$ cat src/rtl/f_stage_if.sv
// F->D bundle for the fetch stage: decode control inputs, the instruction
// memory request/response pair and the decoded fetch fields.
// FETCH_ADEL_EN adds the f_adel misaligned-fetch flag to the bundle.
interface f_stage_if;
  logic        D_stall;
  logic        redirect;
  logic [31:0] redirect_pc;
  logic [31:0] imem_addr;
  logic [31:0] imem_rdata;
  logic [5:0]  f_op;
  logic [5:0]  f_func;
  logic [4:0]  f_rs;
  logic [4:0]  f_rt;
  logic [4:0]  f_rd;
  logic [31:0] f_valC;
  logic [31:0] f_pc;
  logic        f_valid;
`ifdef FETCH_ADEL_EN
  logic        f_adel;
`endif

  // Fetch stage side
  modport master (
`ifdef FETCH_ADEL_EN
    output f_adel,
`endif
    input  D_stall, redirect, redirect_pc, imem_rdata,
    output imem_addr, f_op, f_func, f_rs, f_rt, f_rd, f_valC, f_pc, f_valid
  );

  // Decode / memory side
  modport slave (
`ifdef FETCH_ADEL_EN
    input  f_adel,
`endif
    output D_stall, redirect, redirect_pc, imem_rdata,
    input  imem_addr, f_op, f_func, f_rs, f_rt, f_rd, f_valC, f_pc, f_valid
  );
endinterface

$ cat src/rtl/f_stage.sv
// Fetch stage: holds the PC, drives a synchronous instruction memory, splits
// the returned word into fields and builds valC. A one-word hold buffer lets
// decode stall without losing or duplicating words; redirects restart fetch.
// Optional feature macro: FETCH_ADEL_EN (flags the first word after a
// redirect whose target had nonzero low address bits).
module f_stage #(
  parameter logic [31:0] RESET_PC = 32'h0000_3000
) (
  input  logic     clk,
  input  logic     rst_n,
  f_stage_if.master bus
);

  localparam logic [1:0] BOOT = 2'd0;
  localparam logic [1:0] RUN  = 2'd1;
  localparam logic [1:0] HOLD = 2'd2;

  localparam logic [5:0] OP_J    = 6'h02;
  localparam logic [5:0] OP_JAL  = 6'h03;
  localparam logic [5:0] OP_ANDI = 6'h0c;
  localparam logic [5:0] OP_ORI  = 6'h0d;
  localparam logic [5:0] OP_XORI = 6'h0e;
  localparam logic [5:0] OP_LUI  = 6'h0f;

  logic [1:0]  state;
  logic [1:0]  next_state;
  logic [31:0] pc_q;
  logic [31:0] cur_pc;
  logic [31:0] hold_q;
  logic [31:0] hold_pc;
  logic [31:0] fetch_addr;
  logic        advance;
  logic        capture;
  logic        presenting;
  logic [31:0] pres_word;
  logic [31:0] pres_pc;
  logic [3:0]  jump_region;
  logic [27:0] pc_plus4_unused;
  logic [15:0] imm;
  logic [31:0] valc;

  // Address sent to memory: a redirect target wins over the sequential PC
  always_comb begin
    fetch_addr = pc_q;
    if (bus.redirect) begin
      fetch_addr = {bus.redirect_pc[31:2], 2'b00};
    end
  end

  assign bus.imem_addr = fetch_addr;

  // Decide whether to issue a new fetch, capture the live word, and where to go next
  always_comb begin
    advance    = 1'b0;
    capture    = 1'b0;
    next_state = state;
    if (bus.redirect) begin
      advance    = 1'b1;
      next_state = RUN;
    end else begin
      case (state)
        RUN: begin
          if (bus.D_stall) begin
            capture    = 1'b1;
            next_state = HOLD;
          end else begin
            advance = 1'b1;
          end
        end
        HOLD: begin
          if (!bus.D_stall) begin
            advance    = 1'b1;
            next_state = RUN;
          end
        end
        default: begin
          advance    = 1'b1;
          next_state = RUN;
        end
      endcase
    end
  end

  // PC, in-flight address, hold buffer and state registers
  always_ff @(posedge clk or negedge rst_n) begin
    if (!rst_n) begin
      state   <= BOOT;
      pc_q    <= RESET_PC;
      cur_pc  <= 32'h0;
      hold_q  <= 32'h0;
      hold_pc <= 32'h0;
    end else begin
      state <= next_state;
      if (advance) begin
        pc_q   <= fetch_addr + 32'd4;
        cur_pc <= fetch_addr;
      end
      if (capture) begin
        hold_q  <= bus.imem_rdata;
        hold_pc <= cur_pc;
      end else if (bus.redirect) begin
        hold_q  <= 32'h0;
        hold_pc <= 32'h0;
      end
    end
  end

  // Pick the held or live word as a whole; bubbles force everything to zero
  always_comb begin
    presenting = !bus.redirect && ((state == RUN) || (state == HOLD));
    pres_word  = 32'h0;
    pres_pc    = 32'h0;
    if (presenting) begin
      pres_word = (state == HOLD) ? hold_q  : bus.imem_rdata;
      pres_pc   = (state == HOLD) ? hold_pc : cur_pc;
    end
  end

  assign {jump_region, pc_plus4_unused} = pres_pc + 32'd4;
  assign imm = pres_word[15:0];

  // Extended constant: logical immediates zero-extend, LUI shifts, jumps build a region address
  always_comb begin
    case (pres_word[31:26])
      OP_ANDI, OP_ORI, OP_XORI: valc = {16'h0, imm};
      OP_LUI:                   valc = {imm, 16'h0};
      OP_J, OP_JAL:             valc = {jump_region, pres_word[25:0], 2'b00};
      default:                  valc = {{16{imm[15]}}, imm};
    endcase
  end

  assign bus.f_op    = pres_word[31:26];
  assign bus.f_rs    = pres_word[25:21];
  assign bus.f_rt    = pres_word[20:16];
  assign bus.f_rd    = pres_word[15:11];
  assign bus.f_func  = pres_word[5:0];
  assign bus.f_valC  = valc;
  assign bus.f_pc    = pres_pc;
  assign bus.f_valid = presenting;

`ifdef FETCH_ADEL_EN
  logic cur_adel;
  logic hold_adel;

  // Misaligned-target flag follows its word through the live and held paths
  always_ff @(posedge clk or negedge rst_n) begin
    if (!rst_n) begin
      cur_adel  <= 1'b0;
      hold_adel <= 1'b0;
    end else begin
      if (advance) begin
        cur_adel <= bus.redirect && (bus.redirect_pc[1:0] != 2'b00);
      end
      if (capture) begin
        hold_adel <= cur_adel;
      end else if (bus.redirect) begin
        hold_adel <= 1'b0;
      end
    end
  end

  assign bus.f_adel = presenting && ((state == HOLD) ? hold_adel : cur_adel);
`else
  logic low_bits_unused;
  assign low_bits_unused = ^bus.redirect_pc[1:0];
`endif

endmodule
$ cat src/flat_wrapper.sv
// flat-port wrapper written by rule: the top's interface ports become plain ports
module f_stage_flat 
#(
  parameter logic [31:0] RESET_PC = 32'h0000_3000
)
  (clk, rst_n, bus_D_stall, bus_redirect, bus_redirect_pc, bus_imem_rdata, bus_imem_addr, bus_f_op, bus_f_func, bus_f_rs, bus_f_rt, bus_f_rd, bus_f_valC, bus_f_pc, bus_f_valid);
  f_stage_if bus_i ();
  input  logic clk;
  input  logic rst_n;
  input wire logic [$bits(bus_i.D_stall)-1:0] bus_D_stall;
  input wire logic [$bits(bus_i.redirect)-1:0] bus_redirect;
  input wire logic [$bits(bus_i.redirect_pc)-1:0] bus_redirect_pc;
  input wire logic [$bits(bus_i.imem_rdata)-1:0] bus_imem_rdata;
  output wire logic [$bits(bus_i.imem_addr)-1:0] bus_imem_addr;
  output wire logic [$bits(bus_i.f_op)-1:0] bus_f_op;
  output wire logic [$bits(bus_i.f_func)-1:0] bus_f_func;
  output wire logic [$bits(bus_i.f_rs)-1:0] bus_f_rs;
  output wire logic [$bits(bus_i.f_rt)-1:0] bus_f_rt;
  output wire logic [$bits(bus_i.f_rd)-1:0] bus_f_rd;
  output wire logic [$bits(bus_i.f_valC)-1:0] bus_f_valC;
  output wire logic [$bits(bus_i.f_pc)-1:0] bus_f_pc;
  output wire logic [$bits(bus_i.f_valid)-1:0] bus_f_valid;
  assign bus_i.D_stall = bus_D_stall;
  assign bus_i.redirect = bus_redirect;
  assign bus_i.redirect_pc = bus_redirect_pc;
  assign bus_i.imem_rdata = bus_imem_rdata;
  assign bus_imem_addr = bus_i.imem_addr;
  assign bus_f_op = bus_i.f_op;
  assign bus_f_func = bus_i.f_func;
  assign bus_f_rs = bus_i.f_rs;
  assign bus_f_rt = bus_i.f_rt;
  assign bus_f_rd = bus_i.f_rd;
  assign bus_f_valC = bus_i.f_valC;
  assign bus_f_pc = bus_i.f_pc;
  assign bus_f_valid = bus_i.f_valid;
  f_stage #(.RESET_PC(RESET_PC)) u_core (.clk(clk), .rst_n(rst_n), .bus(bus_i));
endmodule
$ cat config.mk
export PLATFORM = sky130hd
export DESIGN_NAME = f_stage_flat
export DESIGN_NICKNAME = d
export VERILOG_FILES = /design/src/rtl/f_stage_if.sv /design/src/rtl/f_stage.sv /design/src/flat_wrapper.sv
export SDC_FILE = /design/constraint.sdc
export NUM_CORES = 1
export LEC_CHECK = 0
export ABC_AREA = 1
export BUFFER_PORTS_ARGS = -buffer_cell sky130_fd_sc_hd__buf_4
export CELL_PAD_IN_SITES_DETAIL_PLACEMENT = 1
export CELL_PAD_IN_SITES_GLOBAL_PLACEMENT = 1
export CORE_UTILIZATION = 35
export DETAILED_ROUTE_END_ITERATION = 12
export GPL_ROUTABILITY_DRIVEN = 0
export PLACE_DENSITY_LB_ADDON = 0.1
export SYNTH_ARGS = -nofsm -noshare
export SYNTH_HDL_FRONTEND = slang
export SYNTH_SLANG_ARGS = --single-unit
$ cat constraint.sdc
create_clock -name clk -period 1.75 [get_ports clk]
set_input_delay 0.0875 -clock clk [delete_from_list [all_inputs] [get_ports clk]]
set_output_delay 0.0875 -clock clk [all_outputs]
set_load 0.03 [all_outputs]
==> results of run 1 <==
## metal layers
| layer | wire (um) | track usage [%] | share of wire (%) | vias up |
|---|---|---|---|---|
| met5 | 44 | 0 | 0.071 | - |
| met4 | 5730 | 21.9 | 9.3 | 6 |
| met3 | 6790 | 8.13 | 11 | 479 |
| met2 | 28000 | 69.0 | 45 | 1163 |
| met1 | 21000 | 48.2 | 34 | 6100 |
| li1 | - | - | - | 4813 |
## path summary, 6_finish.rpt
| path | startpoint | to | depth (start not counted) |
|---|---|---|---|
| worst max-delay path | u_core.state[0]$_DFFE_PN0P_ | bus_f_valC[31] | 16 |
| max in group asynchronous | rst_n | u_core.pc_q[12]$_DFFE_PN1P_ | 3 |
| worst min register to register | u_core.pc_q[27]$_DFFE_PN0P_ | u_core.pc_q[27]$_DFFE_PN0P_ | 2 |
| worst min-delay path | rst_n | u_core.hold_pc[7]$_DFFE_PN0P_ | 2 |
| min in group clk | bus_imem_rdata[15] | u_core.hold_q[15]$_DFFE_PN0P_ | 3 |
| worst max register to register | u_core.state[0]$_DFFE_PN0P_ | u_core.pc_q[19]$_DFFE_PN0P_ | 18 |
## per-stage QoR
stage	util, %	setup TNS (ps)	worst slack (ps)	total power [mW]	std cells
2_1_floorplan	-	-12830	-447	6.31	1206
3_3_place_gp	53.9	-30240	-553	8.27	1862
3_5_place_dp	53.9	-33890	-624	8.40	1862
4_1_cts	63.8	-80120	-938	12.9	1965
5_1_grt	68.7	-149910	-1980	15.0	2008
6_report	68.7	-148450	-1900	14.7	2009
## layout make-up
type,count,area share (%)
multi-input cells,817,35.2
clock inverters,14,1.06
flip-flops and latches,128,20.5
well taps,313,2.50
inverters,199,5.01
diodes,1,0.0160
repair buffers,520,33.0
clock buffers,17,2.72
## cells by family (layout without fill, tap and decap cells)
family	after synthesis	count (layout)	share of synthesized area, %
AO/OA/AOI/OAI	225	225	16.4
XOR/XNOR	4	4	0.429
adder cells (fa/ha/maj)	3	3	0.459
buffers and inverters	261	750	13.4
flip-flops	128	128	39.2
other	0	1	0
AND/OR/NAND/NOR	585	585	30.1
## flip-flops by register name, summed over array words and instances (netlist names)
signal	count
u_core.state	2
u_core.cur_pc	32
u_core.hold_q	32
u_core.hold_pc	32
u_core.pc_q	30
## worst max-delay path: stages, from the launching register on
cell and delay, ps:
dfrtp_1 420, inv_2 110, ha_4 220, nor2_4 240, buf_12 180, buf_8 130
nand2_2 70, nor2_4 120, nand2_1 160, nor2_1 480, nand2_1 170, nor2_2 200
nand2_1 100, nand2_2 80, nand3_2 120, nand2_2 130, buf_6 140
## synth_stat cells, types with 3 or more instances
library cell,n
buf_2,15
and2_1,3
nor2_1,163
o22ai_1,45
nand3_1,97
a21oi_1,38
nor2_2,3
o21a_1,3
nand4_1,9
buf_4,6
o21ai_4,5
o21ai_0,94
nor2_4,5
o211ai_1,3
o221ai_1,4
clkbuf_1,25
nor3_1,17
o21bai_1,8
dfrtp_1,126
buf_1,7
a22oi_1,5
nand2_1,276
buf_6,8
inv_1,194
inv_2,3
xor2_1,3
o21ai_2,7
nand2_2,8
o21ai_1,9
ha_1,3
## power breakdown
group | leakage, nW | internal, mW | switching, mW | total (mW)
Combinational | 5.45 | 2.78 | 4.30 | 7.08
Clock | 0.289 | 2.23 | 1.75 | 3.98
Sequential | 1.63 | 3.34 | 0.331 | 3.67
## what timing repair did
action | in CTS | in global routing
endpoints found under the hold margin | 156 | 1
gates cloned | 12 | 8
setup endpoints to repair | 155 | 225
gates resized for setup | 234 | 205
pin swaps | 47 | 52
setup buffers | 30 | 40
hold buffers | 31 | 1
==> summary.txt, run 1 <==
Synth async-reset ratio -> 100%
Total gr overflow -> 0
CTS tree -> done
WS Path Type -> flop to primary output
Routed WL -> 61,600 um
Power Density -> 942 nW/um^2
Worst-skew pair later-pin latency -> 480 ps
Fill count -> 2,607
Initial core utilization -> 35.9%
Seq/Total Area, Yosys -> 39.2%
Cells after Synth -> 1,206
CP Data Arrival Time -> 3560 ps
Synth Warn # -> 0
DRC -> 0
Area of the multi-input gates -> 5510 sq um
Worst-path clk slew -> 70 ps
Detailed-route via count -> 12,561
Max Transition Viols Final -> 0
Status -> finished with violations
Avg Cell Area, Syn -> 6.77 sq um
IO Count -> 192
Port bufs -> 189
Initial DRC Count -> 1,412
Layout net count -> 1,754
Highest-count cells in the layout ignoring fill and taps -> buf_4, nand2_1, inv_1
Seq cells post-synth -> 128
EDFF count, synth -> 0
Drt wl/cell -> 30.7 um
Final Hold Fails -> 0
Post-synth top area cell -> dfrtp_1
First-pass GRT wire length -> 73,400 um
Setup ws final -> -1900 ps
FF/Latch Area -> 3210 sq um
Number of global-route vias before repair -> 12,104
Share of layout cells above drive strength 1 -> 50.3%
Clk root buf -> clkbuf_16
Syn nets -> 1,277
Number of distinct library cells after synthesis -> 41
Synth Cell Area -> 8170 sq um
H-tree depth -> 4
RSZ-0062 raised after global routing -> yes
Area Growth Syn to Fin -> 91.5%
Top cells by area, synth -> dfrtp_1, nand2_1, inv_1
Failing checks -> negative setup slack
Num CTS Buffers -> 17
Die W -> 155 um
Crit. End Element -> primary output
Clk buf depth -> 2
Minimum clock period -> 3650 ps
Final instance area -> 15,700 sq um
Slew Limit Headroom -> 30.5%
Crit share post-route -> 208%
Placed inst area -> 12,300 sq um
Worst VDD drop -> 898 uV
Hold slack -> 11.7 ps
Clock skew -> 16.1 ps
Die H -> 155 um
Ys flop type -> dfrtp_1
Hold Crit Class -> primary input to asynchronous set/reset pin
Slew @ Worst Pin -> 1040 ps
Routed Antenna Nets -> 0
Max-cap violations -> 0
Fmax -> 274 MHz
Final HPWL DP -> 25,000 um
First-pass DRT Iterations -> 7
Commonest non-fill, non-tap cell in the layout -> buf_4
Core area -> 22,800 sq um
Crit path max fanout -> 7
Share of Yosys cell area claimed by the top area cell type -> 38.6%
Crit path required time -> 1660 ps
R2r setup slk -> -1030 ps
Gr usage total -> 40.6%
Die ar. -> 24,000 sq um
Antenna violations before repair -> 3
Via-to-Cell Ratio -> 6.25
Largest net degree at the start of global routing -> 81
Pleak -> 7.37 nW
Final Setup Violations -> 226
CTS Sinks -> 128
Site row count -> 55
Critical Path Start Type -> flop
Power figures use the tool's default switching activity.
==> run 2, diff against run 1 <==
--- a/config.mk
+++ b/config.mk
@@ -12,7 +12,7 @@
 export CORE_UTILIZATION = 35
 export DETAILED_ROUTE_END_ITERATION = 12
 export GPL_ROUTABILITY_DRIVEN = 0
-export PLACE_DENSITY_LB_ADDON = 0.1
+export PLACE_DENSITY_LB_ADDON = 0.3
 export SYNTH_ARGS = -nofsm -noshare
 export SYNTH_HDL_FRONTEND = slang
 export SYNTH_SLANG_ARGS = --single-unit
==> run 2 against run 1 <==
  * The flow now stops in global routing (5_1_grt)
  * Synthesized cell count unchanged
  * Synthesized area unchanged
==> summary.txt, run 2 <==
Worst_ep kind -> output port
Synth async-reset ratio -> 100%
Gr usage total -> 68.9%
Avg Cell Area, Syn -> 6.77 sq um
Syn nets -> 1,277
CTS Sinks -> 128
H-tree depth -> 4
Clk buf depth -> 2
Cells after Synth -> 1,206
EDFF count, synth -> 0
Halt Stage -> global routing (5_1_grt)
Die W -> 155 um
Synth cell count leaders -> nand2_1, inv_1, nor2_1
Post-synth top area cell -> dfrtp_1
Clk root buf -> clkbuf_16
Site row count -> 55
Worst_ep grt -> bus_f_valC[31]
Top cells by area, synth -> dfrtp_1, nand2_1, inv_1
Number of distinct library cells after synthesis -> 41
IO Count -> 192
Seq cells post-synth -> 128
Status -> stopped before the end
Largest net degree at the start of global routing -> 45
Num CTS Buffers -> 17
Synth Warn # -> 0
Share of Yosys cell area claimed by the top area cell type -> 38.6%
Seq/Total Area, Yosys -> 39.2%
Stop Error -> [ERROR GRT-0232] Routing congestion too high. Check the congestion heatmap in the GUI.
Port bufs -> 189
Initial core utilization -> 35.9%
Total gr overflow -> 2
Final HPWL DP -> 26,100 um
Synth Cell Area -> 8170 sq um
Ys flop type -> dfrtp_1
Most common cell in the netlist -> nand2_1
Die H -> 155 um
## run 2: metal layers
layer  track usage (%)  GRT overflow
met1              68.3             0
met2              88.1             2
met3              52.6             0
met4              66.0             0
met5              22.8             0
## run 2: timing repair
item | CTS
gates cloned | 9
hold endpoints to repair | 57
pin swaps | 29
resized for setup | 210
endpoints found under the setup margin | 155
hold buffers | 30
buffers inserted | 38
## run 2: logic make-up after synthesis
| group | count (synthesis) | synth area share [%] |
|---|---|---|
| buffers and inverters | 261 | 13.4 |
| AO/OA/AOI/OAI | 225 | 16.4 |
| adder cells (fa/ha/maj) | 3 | 0.459 |
| flip-flops | 128 | 39.2 |
| XOR/XNOR | 4 | 0.429 |
| AND/OR/NAND/NOR | 585 | 30.1 |
## run 2: per-stage QoR
stage                     area (sq um)  setup WS (ps)  std cells  setup TNS (ps)  util [%]
after detailed placement         12300           -633       1868          -34870      54.0
after global placement           12300           -490       1868          -25870      54.0
after floorplan                   9070           -447       1206          -12830         -
after CTS                        14500           -990       1974          -68560      63.6
==> run 3, diff against run 2 <==
--- a/config.mk
+++ b/config.mk
@@ -7,12 +7,10 @@
 export LEC_CHECK = 0
 export ABC_AREA = 1
 export BUFFER_PORTS_ARGS = -buffer_cell sky130_fd_sc_hd__buf_4
-export CELL_PAD_IN_SITES_DETAIL_PLACEMENT = 1
-export CELL_PAD_IN_SITES_GLOBAL_PLACEMENT = 1
-export CORE_UTILIZATION = 35
+export CORE_UTILIZATION = 40
 export DETAILED_ROUTE_END_ITERATION = 12
 export GPL_ROUTABILITY_DRIVEN = 0
-export PLACE_DENSITY_LB_ADDON = 0.3
+export PLACE_DENSITY_LB_ADDON = 0.15
 export SYNTH_ARGS = -nofsm -noshare
 export SYNTH_HDL_FRONTEND = slang
 export SYNTH_SLANG_ARGS = --single-unit
==> constraint.sdc (replaced) <==
create_clock -name clk -period 2.27 [get_ports clk]
set_input_delay 0.1135 -clock clk [delete_from_list [all_inputs] [get_ports clk]]
set_output_delay 0.1135 -clock clk [all_outputs]
set_load 0.03 [all_outputs]
==> run 3 against run 2 <==
  * The flow now finishes, with violations (negative setup slack)
==> summary.txt, run 3 (synthesis results as in run 1) <==
Final HPWL DP -> 20,000 um
Critical Path Start Type -> flop
Routed WL -> 32,800 um
Clk root buf -> clkbuf_16
Share of layout cells above drive strength 1 -> 39.6%
Stages on worst setup path -> 15
Worst VDD drop -> 591 uV
Slew Limit Headroom -> 53.8%
Max Transition Viols Final -> 0
Die H -> 145 um
CP bufs+invs -> 6
Worst-path clk slew -> 60 ps
Clk buf depth -> 2
Status -> finished with violations
Via-to-Cell Ratio -> 5.34
Setup ws final -> -620 ps
WS Path Type -> flop to primary output
Area Growth Syn to Fin -> 69.1%
Gr usage total -> 27.8%
CP top delay family -> buffers and inverters
Core area -> 19,700 sq um
R2R depth -> 14
H-tree depth -> 4
CP cell instances -> inv_2 > ha_4 > nor2_4 > buf_12 > buf_6 > o211ai_1 > nand2_1 > nor2_2 > nand2_4 > inv_8 > nor2_4 > buf_6 > a21oi_1 > nand2_1 > buf_6
Final Hold Fails -> 0
Cell mode on critical path -> buf_6
Placed inst area -> 11,100 sq um
First-pass GRT wire length -> 46,400 um
Detailed-route via count -> 9,838
Layout net count -> 1,635
Initial DRC Count -> 938
Fmax -> 346 MHz
Clock skew -> 4.56 ps
Num CTS Buffers -> 17
Post-layout util -> 70.1%
Hold endpoint -> u_core.hold_q[18]$_DFFE_PN0P_
Site row count -> 51
Final instance area -> 13,800 sq um
Power Density -> 722 nW/um^2
IO Count -> 192
RSZ-0062 raised after global routing -> yes
Crit path required time -> 2160 ps
Reg2reg end -> u_core.cur_pc[13]$_DFFE_PN0P_
Worst hold path startpoint -> bus_imem_rdata[18]
Number of global-route vias before repair -> 8,877
Die ar. -> 21,000 sq um
CP Data Arrival Time -> 2780 ps
Fill count -> 1,464
Drt wl/cell -> 17.8 um
Total gr overflow -> 0
Slowest cell on the critical path -> dfrtp_1
CTS tree -> done
Top flop regs -> u_core.cur_pc (32), u_core.hold_pc (32), u_core.hold_q (32)
N_diodes -> 0
Final Setup Violations -> 50
Minimum clock period -> 2890 ps
Pleak -> 6.57 nW
Max stage delay on crit path -> 370 ps
Crit path from -> u_core.state[0]$_DFFE_PN0P_
Crit path max fanout -> 7
Worst-skew pair later-pin latency -> 420 ps
Die W -> 145 um
Port bufs -> 189
Routed Antenna Nets -> 0
Worst r2r src -> u_core.state[0]$_DFFE_PN0P_
Max-cap violations -> 0
Initial core utilization -> 41.4%
DRC -> 0
Crit. End Element -> primary output
Highest-count cells in the layout ignoring fill and taps -> nand2_1, buf_4, inv_1
Min-Delay Path Depth -> 3
Slew @ Worst Pin -> 686 ps
Failing checks -> negative setup slack
Largest net degree at the start of global routing -> 69
Antenna violations before repair -> 0
Dpl ws -> -121 ps
Commonest non-fill, non-tap cell in the layout -> nand2_1
Hold Crit Class -> primary input to flop
CTS Sinks -> 128
R2r setup slk -> 20 ps
Crit share post-route -> 127%
First-pass DRT Iterations -> 7
## run 3: how the worst max path moves through the flow
stage	endpoint	slack, ps
after floorplan	bus_f_valC[13]	-6
after global placement	bus_f_valC[30]	-70
after detailed placement	bus_f_valC[30]	-120
after CTS	bus_f_valC[23]	-460
after global routing	bus_f_valC[28]	-730
final	bus_f_valC[28]	-620
## run 3: stage by stage
stage / std cells / power, mW / TNS, ps / hold slack (ps)
final: 1842 / 9.98 / -19760 / 13.2
after floorplan: 1206 / 4.74 / -19.8 / -182
after CTS: 1799 / 9.42 / -13970 / 5.15
after global routing: 1842 / 10.4 / -24920 / -0.0781
after global placement: 1708 / 5.92 / -236 / 41.7
after detailed placement: 1708 / 5.97 / -730 / 41.8
## run 3: worst reg2reg max path, stage by stage, from the launching register on
cell and delay, ps:
dfrtp_1 390, inv_2 100, ha_4 220, nor2_4 100
buf_12 150, buf_6 100, buf_6 100, buf_6 100
buf_6 100, buf_6 110, nand2_8 70, buf_8 140
buf_12 120, clkbuf_16 170, o21a_1 170
## run 3: final cells by class
| type | count | area [sq um] | area share [%] |
|---|---|---|---|
| multi-input cells | 817 | 4970 | 35.9 |
| repair buffers | 401 | 3870 | 28.0 |
| flip-flops and latches | 128 | 3210 | 23.2 |
| inverters | 199 | 764 | 5.53 |
| clock buffers | 18 | 439 | 3.18 |
| well taps | 265 | 332 | 2.40 |
| clock inverters | 14 | 236 | 1.71 |
## run 3: what timing repair did
item / CTS / global route
endpoints found under the hold margin: 79 / 0
hold buffers: 20 / 0
buffers inserted: 36 / 38
gates resized for setup: 88 / 196
pin swaps: 11 / 39
gates cloned: 3 / 11
endpoints found under the setup margin: 44 / 92
## run 3: power breakdown
group	switching, mW	internal [mW]
combinational	2.42	1.66
sequential	0.156	2.58
clock	1.08	2.09
total	3.65	6.33
## run 3: per-layer routing
| layer | track usage, % | share of wire [%] |
|---|---|---|
| met5 | 0 | 0 |
| met4 | 9.95 | 3.8 |
| met3 | 4.69 | 7.7 |
| met2 | 45.0 | 48 |
| met1 | 37.3 | 40 |
